`src/rtl/master_bus_requester.sv`:
```
// Master-side requester for the bus arbiter: serialises the slave select after a local go,
// holds the request until grant, and tracks ownership across split suspend/resume until trans_done.
module master_bus_requester #(
    parameter int unsigned TIMEOUT_CYCLES = 255,
    parameter int unsigned CNT_W          = 8
) (
    input  logic       sys_clk,
    input  logic       sys_rst,
    input  logic       go,
    input  logic [1:0] slave_id,
    input  logic       arbiter_busy,
    input  logic       bus_busy,
    input  logic       m_grant,
    input  logic       trans_done,
    output logic       m_request,
    output logic       m_slave_sel,
    output logic       ready,
    output logic       granted,
    output logic       suspended,
    output logic       done,
    output logic       err_timeout,
    output logic [2:0] dbg_state
);

    typedef enum logic [2:0] {
        ST_IDLE       = 3'd0,
        ST_PEND       = 3'd1,
        ST_ADDR0      = 3'd2,
        ST_ADDR1      = 3'd3,
        ST_WAIT_GRANT = 3'd4,
        ST_OWN        = 3'd5,
        ST_SPLIT_WAIT = 3'd6
    } state_t;

    localparam logic [CNT_W-1:0] CNT_LAST = CNT_W'(TIMEOUT_CYCLES - 1);

    state_t           state_q, state_d;
    logic [1:0]       slv_q, slv_d;
    logic [CNT_W-1:0] cnt_q, cnt_d;

    logic m_request_q,   m_request_d;
    logic m_slave_sel_q, m_slave_sel_d;
    logic ready_q,       ready_d;
    logic granted_q,     granted_d;
    logic suspended_q,   suspended_d;
    logic done_q,        done_d;
    logic err_timeout_q, err_timeout_d;

    // Next-state logic; every output is derived from the next state so it lands on the same edge.
    always_comb begin
        state_d       = state_q;
        slv_d         = slv_q;
        cnt_d         = cnt_q;
        done_d        = 1'b0;
        err_timeout_d = 1'b0;

        case (state_q)
            ST_IDLE: begin
                if (go) begin
                    slv_d   = slave_id;
                    state_d = (!arbiter_busy && !bus_busy) ? ST_ADDR0 : ST_PEND;
                end
            end
            ST_PEND: begin
                if (!arbiter_busy && !bus_busy) begin
                    state_d = ST_ADDR0;
                end
            end
            ST_ADDR0: begin
                state_d = ST_ADDR1;
            end
            ST_ADDR1: begin
                state_d = ST_WAIT_GRANT;
                cnt_d   = '0;
            end
            ST_WAIT_GRANT: begin
                // Grant beats timeout when both land on the last counted cycle.
                if (m_grant) begin
                    state_d = ST_OWN;
                    cnt_d   = '0;
                end else if (cnt_q >= CNT_LAST) begin
                    state_d       = ST_IDLE;
                    err_timeout_d = 1'b1;
                end else begin
                    cnt_d = cnt_q + CNT_W'(1);
                end
            end
            ST_OWN: begin
                if (trans_done) begin
                    state_d = ST_IDLE;
                    done_d  = 1'b1;
                end else if (!m_grant) begin
                    state_d = ST_SPLIT_WAIT;
                end
            end
            ST_SPLIT_WAIT: begin
                // trans_done here belongs to whichever master holds the bus during the split.
                if (m_grant) begin
                    state_d = ST_OWN;
                end
            end
            default: begin
                state_d = ST_IDLE;
            end
        endcase
    end

    always_comb begin
        m_request_d   = 1'b0;
        m_slave_sel_d = 1'b0;
        ready_d       = 1'b0;
        granted_d     = 1'b0;
        suspended_d   = 1'b0;

        case (state_d)
            ST_IDLE: begin
                ready_d = 1'b1;
            end
            ST_ADDR0: begin
                m_request_d   = 1'b1;
                m_slave_sel_d = slv_d[0];
            end
            ST_ADDR1: begin
                m_request_d   = 1'b1;
                m_slave_sel_d = slv_d[1];
            end
            ST_WAIT_GRANT: begin
                m_request_d = 1'b1;
            end
            ST_OWN: begin
                m_request_d = 1'b1;
                granted_d   = 1'b1;
            end
            ST_SPLIT_WAIT: begin
                m_request_d = 1'b1;
                suspended_d = 1'b1;
            end
            default: begin
                m_request_d = 1'b0;
            end
        endcase
    end

    always_ff @(posedge sys_clk or posedge sys_rst) begin
        if (sys_rst) begin
            state_q       <= ST_IDLE;
            slv_q         <= 2'b00;
            cnt_q         <= '0;
            m_request_q   <= 1'b0;
            m_slave_sel_q <= 1'b0;
            ready_q       <= 1'b1;
            granted_q     <= 1'b0;
            suspended_q   <= 1'b0;
            done_q        <= 1'b0;
            err_timeout_q <= 1'b0;
        end else begin
            state_q       <= state_d;
            slv_q         <= slv_d;
            cnt_q         <= cnt_d;
            m_request_q   <= m_request_d;
            m_slave_sel_q <= m_slave_sel_d;
            ready_q       <= ready_d;
            granted_q     <= granted_d;
            suspended_q   <= suspended_d;
            done_q        <= done_d;
            err_timeout_q <= err_timeout_d;
        end
    end

    assign m_request   = m_request_q;
    assign m_slave_sel = m_slave_sel_q;
    assign ready       = ready_q;
    assign granted     = granted_q;
    assign suspended   = suspended_q;
    assign done        = done_q;
    assign err_timeout = err_timeout_q;
    assign dbg_state   = state_q;

endmodule

```
`config.mk`:
```
export PLATFORM = sky130hd
export DESIGN_NAME = master_bus_requester
export DESIGN_NICKNAME = d
export VERILOG_FILES = /design/src/rtl/master_bus_requester.sv
export SDC_FILE = /design/constraint.sdc
export NUM_CORES = 1
export LEC_CHECK = 0
export BUFFER_PORTS_ARGS = -buffer_cell sky130_fd_sc_hd__buf_2
export CAP_MARGIN = 30
export CORE_MARGIN = 2
export CORE_UTILIZATION = 54
export CTS_BUF_LIST = sky130_fd_sc_hd__clkbuf_16
export CTS_CLUSTER_SIZE = 8
export DETAILED_ROUTE_END_ITERATION = 10
export PLACE_DENSITY_LB_ADDON = 0.2
export SLEW_MARGIN = 20
export SYNTH_ARGS = -nofsm -noshare
export SYNTH_HDL_FRONTEND = slang
export SYNTH_SLANG_ARGS = --single-unit
export TNS_END_PERCENT = 10
```
`constraint.sdc`:
```
create_clock -name sys_clk -period 2 [get_ports sys_clk]
set_input_delay 0.4 -clock sys_clk [delete_from_list [all_inputs] [get_ports sys_clk]]
set_output_delay 0.4 -clock sys_clk [all_outputs]
set_load 0.005 [all_outputs]
```
After elaboration in Yosys (flattened, before gate mapping)
Index checks and enable logic that the tools add are counted.
- register bits: 20
- bits in latches: 0
- RAM bits: 0
- memory bits (read-only): 0
- output and inout bits: 10
- word-level logic and storage cells: 56
- memories: 0
- add/sub/neg operators: 1
- $mul: 0
- div/mod/pow operators: 0
- magnitude comparators: 1
- eq/ne operators: 12
- shift-type cells: 0
- muxes and demuxes: 24
- bitwise logic cells: 0
- reductions and logical operators: 8
- operator list (kind ; number):
    $mux 3 ; 7
    $pmux 3 s7 ; 1
    $eq 3x3->1 const B ; 6
    $mux 8 ; 2
    $pmux 8 s2 ; 1
    $eq 3x2->1 const B ; 4
    $mux 1 ; 9
    $add 8x1->8 const B ; 1
    $ge 8x8->1 const B ; 1
    $logic_not 3->1 ; 2
    $mux 2 ; 3
    $reduce_or 5->1 ; 1
    $eq 3x1->1 const B ; 1
    $ne 3x3->1 const B ; 1
    $logic_not 1->1 ; 2
    $pmux 1 s2 ; 1
    $reduce_and 2->1 ; 1
    $reduce_bool 2->1 ; 1
    $logic_and 1x1->1 ; 1

Depth between registers and ports, before layout
Gate-level depths: netlist (run 1).
- depth after elaboration: 8
- gate-level depth with buffers: 7

Worst setup path before layout (run 1)
No wires, ideal clock.
- path kind: reg-to-reg
- start: reg cnt_q[1]
- end: reg cnt_q[5]
- arrival: 1.354 ns
- required time: 1.871 ns
- path slack: 0.517 ns
- stages on the path, launching flop included: 6
- period minus slack after synthesis: 1.483 ns
- cells stage by stage: dfrtp_1 -> ha_1 -> o2111ai_4 -> nor4b_4 -> xnor2_1 -> nor2_1
- longest elaborated chain between the ends: 4
- RTL lines (item ; RTL line ; source):
    start: declaration ; 39 ; logic [CNT_W-1:0] cnt_q, cnt_d;
    start signal: assignment ; 159 ; cnt_q <= cnt_d;
    $add 8x1->8 ; 85 ; cnt_d = cnt_q + CNT_W'(1);
    $mux 8 ; 81 ; end else if (cnt_q >= CNT_LAST) begin
    $mux 8 ; 78 ; if (m_grant) begin
    $pmux 8 s2 ; 57 ; case (state_q)
Several ways; a longest one is shown, not always the timed one. The select of a mux whose other input is x is not followed.
A chain may end at the register's enable or synchronous reset.

Worst setup path after layout (run 1)
- start: reg state_q[1] (netlist: dbg_state[1])
- end: reg m_slave_sel_q (netlist: m_slave_sel)
- RTL lines (item ; RTL line ; source):
    start: declaration ; 37 ; state_t state_q, state_d;
    start signal: assignment ; 157 ; state_q <= state_d;
    $logic_not 3->1 ; 57 ;
    $mux 2 ; 57 ;
    net slv_d[0] ; 38 ; logic [1:0] slv_q, slv_d;
    $pmux 1 s2 ; 115 ; case (state_d)
    net m_slave_sel_d ; 42 ; logic m_slave_sel_q, m_slave_sel_d;
    end signal: assignment ; 161 ; m_slave_sel_q <= m_slave_sel_d;
    end: declaration ; 42 ;
The timed path passes the listed nets, and every way through them passes these cells.

==> results of run 1 <==
[final cells by class]
cell class	count	area, um2
flip-flops and latches	20	501.7
clock buffers	3	75.07
inverters	2	7.507
fillers	165	673.1
multi-input cells	77	536.8
repair buffers	18	90.09
well taps	27	33.78
clock inverters	1	3.754
[where the power goes]
group | internal [mW] | switching (mW) | leakage, nW | total, mW
clock network | 0.266 | 0.136 | 0.0423 | 0.402
registers | 0.511 | 0.165 | 0.260 | 0.676
logic | 0.248 | 0.270 | 0.279 | 0.518
[routing by layer]
layer / up-vias / global-route usage
met4: 0 / 0.04286
met1: 405 / 0.2556
met5: - / 0
li1: 409 / -
met2: 20 / 0.3059
met3: 2 / 0.03704
[synthesized netlist by cell type, drive strengths merged (2+ instances only)]
master / number
nor2b: 2
nand3b: 2
o21ai: 7
inv: 2
a21oi: 3
nand2: 10
o31ai: 4
dfrtp: 19
nor4b: 2
mux2: 2
and4: 2
a21o: 2
nand3: 5
buf: 5
nor3: 4
and2: 4
ha: 2
nor2: 13
[cells by family (layout without fill, tap and decap cells)]
kind of cell    Yosys count  count (layout)
simple gates             49              49
compound gates           22              22
flops                    20              20
buf+inv                   7              24
mux                       3               3
fa+ha+maj                 2               2
xor+xnor                  1               1
[worst max path at each step]
stage	from	to	slack [ns]	cells past startpoint
global placement	dbg_state[1]	m_slave_sel	0.37	4
finish	dbg_state[1]	m_slave_sel	0.34	4
floorplan	cnt_q[1]	cnt_q[5]	0.52	5
CTS	dbg_state[0]	m_slave_sel	0.35	4
global route	dbg_state[0]	m_slave_sel	0.17	5
detailed placement	dbg_state[1]	m_slave_sel	0.36	4
[cells in the final DEF, fill, tap and decap left out, types with 2 or more instances in the layout]
cell,Yosys,final
nor2_1,13,13
and2_1,4,4
nand3b_1,2,2
o31ai_1,4,4
a21o_1,2,2
buf_2,3,18
o21ai_0,6,6
inv_1,2,3
ha_1,2,2
dfrtp_1,19,19
clkbuf_16,0,3
a21oi_1,3,3
nand2_1,9,9
mux2_2,2,2
nor3_1,4,4
nand3_1,5,5
nor2b_1,2,2
[sequential cells by signal (all words and copies together), names as in the netlist]
signal,flops
cnt_q,8
dbg_state,3
slv_q,2
done,1
err_timeout,1
granted,1
m_request,1
m_slave_sel,1
ready,1
suspended,1
[critical path: stages (launching register included)]
cell and delay [ns]:
dfrtp_1 0.55, nor4b_2 0.43, mux2_2 0.39, nand3b_1 0.09
a21oi_1 0.06
[metrics by stage]
step,instances,setup WS (ns),area (um2)
2_1_floorplan,104,0.5170,1080
3_3_place_gp,144,0.3725,1170
3_5_place_dp,144,0.3643,1170
4_1_cts,148,0.3479,1249
5_1_grt,148,0.1730,1249
6_report,148,0.3435,1249
==> impl_metrics.env, run 1 <==
export IMPL_finalCriticalPeriod_ns=1.657
export IMPL_whs_ns=0.2711
export IMPL_met2_length_um=926
export IMPL_timing_fmax_mhz=603.7
export IMPL_nets=133
export IMPL_synth_top_flop_cell="dfrtp_1"
export IMPL_worstPathRequired_ns=2.11
export IMPL_wl_met3_um=84
export IMPL_ctsLongestPathBuffers=2
export IMPL_cts_sinks=20
export IMPL_rsz0062_at_grt="no"
export IMPL_outcome="completed"
export IMPL_synth_area_per_cell_um2=10.38
export IMPL_rrSetupSlack_ns=0.34
export IMPL_antenna_cells=0
export IMPL_dp_hpwl_mm=1.427
export IMPL_slew_violations=0
export IMPL_worstHoldPathType="input pin to async pin"
export IMPL_drv_cap=0
export IMPL_clk_latency_ns=0.25
export IMPL_ys_ff_latch=20
export IMPL_p_per_area_nw_per_um2=1279
export IMPL_drt_iter0_drc=10
export IMPL_synth_fp_nets=115
export IMPL_syn_instance_count=104
export IMPL_max_slew_margin_rel=0.5169
export IMPL_crit_type="flop to flop"
export IMPL_place_gp_congestion=0.8701
export IMPL_cts_buffers=3
export IMPL_grt_usage=0.1863
export IMPL_synth_simple_gate_area_frac=0.2700
export IMPL_htreeDepth=1
export IMPL_rows=16
export IMPL_r2r_end="m_slave_sel"
export IMPL_synthAdderAreaFrac=0.02317
export IMPL_synth_seq_area_share=0.4647
export IMPL_portBuffers=18
export IMPL_tritoncts="built"
export IMPL_path_max_fanout=17
export IMPL_synth_area_um2=1080
export IMPL_cts_resized=0
export IMPL_wl_mm=1.996
export IMPL_fin_util=0.6497
export IMPL_async_flop_share=1.000
export IMPL_synth_mux_area_frac=0.03013
export IMPL_r2r_start="dbg_state[1]"
export IMPL_fp_dieH_um=48.72
export IMPL_synth_xor_xnor_area_share=0.008111
export IMPL_hold_buffers=0
export IMPL_synth_top_area_cell="dfrtp_1"
export IMPL_synth_area_leaders="dfrtp_1, nor2_1, nand2_1"
export IMPL_die_w_um=48.72
export IMPL_antenna_found_initial=0
export IMPL_skew_ns=0.005621
export IMPL_wl_per_cell_um=13.49
export IMPL_yosys_warnings=0
export IMPL_pin_count=19
export IMPL_synth_enable_flop_cells=0
export IMPL_reg2reg_depth=4
export IMPL_grt_pass1_vias=809
export IMPL_overflow=0
export IMPL_grt_max_degree=21
export IMPL_synth_top_family_by_area="simple AND/OR/NAND/NOR gates"
export IMPL_finalCritPeriodShare=0.8283
export IMPL_cts_root_buf="clkbuf_16"
export IMPL_synth_compound_area_frac=0.1657
export IMPL_vias=836
export IMPL_hold_violations=0
export IMPL_synth_cell_types=38
export IMPL_ant_nets=0
export IMPL_synthToLayoutAreaGrowth_pct=15.64
export IMPL_cp_end_kind="flop"
export IMPL_start_kind="flop"
export IMPL_viasPerCell=5.649
export IMPL_crit_arrival_ns=1.77
export IMPL_cts_clk_slew_worst_paths_ns=0.06
export IMPL_drc=0
export IMPL_dieArea_um2=2373
export IMPL_setup_violations=0
export IMPL_cts_setup_buffers=0
export IMPL_final_layout_size_suffix_gt1_frac=0.2727
export IMPL_finalPower_mw=1.597
export IMPL_max_vdd_ir_drop_v=0.001131
export IMPL_p_leak_nw=0.5813
export IMPL_yosysTopAreaCellShare=0.4403
export IMPL_grt_first_pass_wirelength_mm=3.532
export IMPL_tightest_slew_ns=0.7239
export IMPL_fin_tns_setup_ns=0
export IMPL_first_pass_iters=4
export IMPL_met1Wirelength_um=976
export IMPL_design_core_area_um2=1922
export IMPL_start_util=0.5618
export IMPL_routed_top_layer="met4"
No activity file was read; power rests on OpenSTA's default activity.
==> run 2, diff against run 1 <==
Settings changed: CORE_UTILIZATION 54 to 48.
Clock period 2 ns to 1.5 ns, I/O delays scaled along.
==> run 2 against run 1 <==
  * The run now ends with negative setup slack left
  * Clock-buffer cell count stayed put
  * Cell count increased by 15%
  * Via count grew 11%
  * Sequential share of layout area shrank 6.2 points
  * Clock power rose by 80%
  * Register-to-register slack got worse by 0.37 ns
  * First-iteration DRC count rose to 3.0 times the previous value
  * Clock skew is 0.0032 ns lower
  * Flip-flop and latch count unchanged
  * Sequential power up 25%
  * Combinational power is 100% higher
  * Critical endpoint is now cnt_q[3]
  * Highest routed layer unchanged
==> impl_metrics.env, run 2 (synthesis gave the netlist of run 1 again) <==
export IMPL_wl_per_cell_um=14.83
export IMPL_htreeDepth=1
export IMPL_timing_fmax_mhz=653.9
export IMPL_ctsLongestPathBuffers=2
export IMPL_max_slew_margin_rel=0.7274
export IMPL_nets=154
export IMPL_fin_tns_setup_ns=-0.02928
export IMPL_rrSetupSlack_ns=-0.03
export IMPL_grt_pass1_vias=892
export IMPL_slew_violations=0
export IMPL_largest_reg_flops=8
export IMPL_cts_root_buf="clkbuf_16"
export IMPL_skew_ns=0.002414
export IMPL_dieArea_um2=2645
export IMPL_final_cell_mix="buf_4, buf_2, dfrtp_1"
export IMPL_outcome="finished, violations left"
export IMPL_whs_ns=0.06589
export IMPL_violations="negative setup slack"
export IMPL_tritoncts="built"
export IMPL_postLayoutSetupSlackWorst_ns=-0.02928
export IMPL_vias=930
export IMPL_drc=0
export IMPL_critPathMaxStageDelay_ns=0.41
export IMPL_ant_nets=0
export IMPL_setup_violations=1
export IMPL_antenna_found_initial=0
export IMPL_max_vdd_ir_drop_v=0.001326
export IMPL_fp_dieH_um=51.43
export IMPL_start_util=0.4977
export IMPL_cts_sinks=20
export IMPL_rsz0062_at_grt="yes"
export IMPL_tightest_slew_ns=0.4052
export IMPL_design_core_area_um2=2170
export IMPL_hold_buffers=0
export IMPL_grt_max_degree=21
export IMPL_worstPathRequired_ns=1.64
export IMPL_final_layout_size_suffix_gt1_frac=0.4648
export IMPL_rows=17
export IMPL_clk_latency_ns=0.25
export IMPL_synthToLayoutAreaGrowth_pct=37.89
export IMPL_hold_violations=0
export IMPL_portBuffers=18
export IMPL_finalCriticalPeriod_ns=1.529
export IMPL_place_gp_congestion=0.8635
export IMPL_antenna_cells=0
export IMPL_cts_clk_slew_worst_paths_ns=0.06
export IMPL_overflow=0
export IMPL_die_w_um=51.43
export IMPL_start_kind="flop"
export IMPL_first_pass_iters=4
export IMPL_finalCritPeriodShare=1.020
export IMPL_critPathSlowestCell="dfrtp_1"
export IMPL_drt_iter0_drc=30
export IMPL_largest_register="cnt_q"
export IMPL_viasPerCell=5.471
export IMPL_crit_type="flop to flop"
export IMPL_p_leak_nw=0.7125
export IMPL_crit_arrival_ns=1.67
export IMPL_worstHoldPathType="input pin to async pin"
export IMPL_final_common_cell="buf_4"
export IMPL_worstPathCellList="and4_4 -> o2111ai_4 -> buf_6 -> a21boi_4 -> o21ai_1 -> o31ai_1"
export IMPL_cts_buffers=3
export IMPL_drv_cap=0
export IMPL_dp_hpwl_mm=1.703
export IMPL_grt_first_pass_wirelength_mm=4.146
export IMPL_wl_mm=2.521
export IMPL_grt_usage=0.2094
export IMPL_p_per_area_nw_per_um2=1767
export IMPL_path_max_fanout=7
export IMPL_pin_count=19
export IMPL_cp_end_kind="flop"
-- run 2: cell types whose count changed in the layout (fill, tap and decap cells not counted), sizes merged --
cell,before,now
buf,18,38
dlymetal6s2s,0,1
inv,3,2
bufinv,0,1
-- run 2: routing by layer --
metal  part of all wire  GRT usage  vias to the layer above
met1               0.45     0.2798                      449
li1                   -          -                      448
met4              0.015    0.07895                        0
met5                  0          0                        -
met2               0.50     0.3462                       29
met3              0.040    0.02632                        4
-- run 2: final timing paths --
check | from | end | cells after the start
worst max-delay path | cnt_q[5] | cnt_q[3] | 6
worst min-delay path | sys_rst | m_request | 3
worst max register to register | cnt_q[5] | cnt_q[3] | 6
worst min register to register | slv_q[0] | slv_q[0] | 1
max in group asynchronous | sys_rst | ready | 3
min in group sys_clk | slave_id[1] | slv_q[1] | 2
-- run 2: repair_timing --
item                                    4_1_cts  5_1_grt
pin swaps                                     1        7
resized for setup                             0       19
endpoints found under the hold margin         0        0
setup buffers                                 2        4
endpoints found under the setup margin        3       12
-- run 2: report_power, final --
group | internal [mW] | total (mW) | switching (mW)
sequential | 0.693 | 0.847 | 0.154
clock | 0.529 | 0.723 | 0.194
combinational | 0.521 | 1.06 | 0.541
total | 1.74 | 2.63 | 0.889
-- run 2: worst max-delay path, delay by kind of cell (launching register included) --
kind,cells,cell delay (ns)
flops,1,0.41
simple gates,1,0.26
compound gates,4,0.58
buf+inv,1,0.16
-- run 2: metrics by stage --
| step | instances | power [mW] | worst slack, ns | instance area [um2] | utilization |
|---|---|---|---|---|---|
| detailed placement | 160 | 1.800 | -0.01613 | 1284 | 0.5917 |
| global route | 170 | 2.791 | -0.1019 | 1489 | 0.6863 |
| floorplan | 104 | 1.436 | 0.01698 | 1080 | - |
| CTS | 166 | 2.529 | -0.03060 | 1404 | 0.6471 |
| finish | 170 | 2.632 | -0.02928 | 1489 | 0.6863 |
| global placement | 160 | 1.760 | -0.006735 | 1284 | 0.5917 |
-- run 2: layout make-up --
cell class                      count  area [um2]
Clock buffer                        3       75.07
Inverter                            2       7.507
Sequential cell                    20       505.5
Timing Repair Buffer               39       256.5
Clock inverter                      1       30.03
Fill cell                         179       680.7
Multi-Input combinational cell     77       579.3
Tap cell                           28       35.03
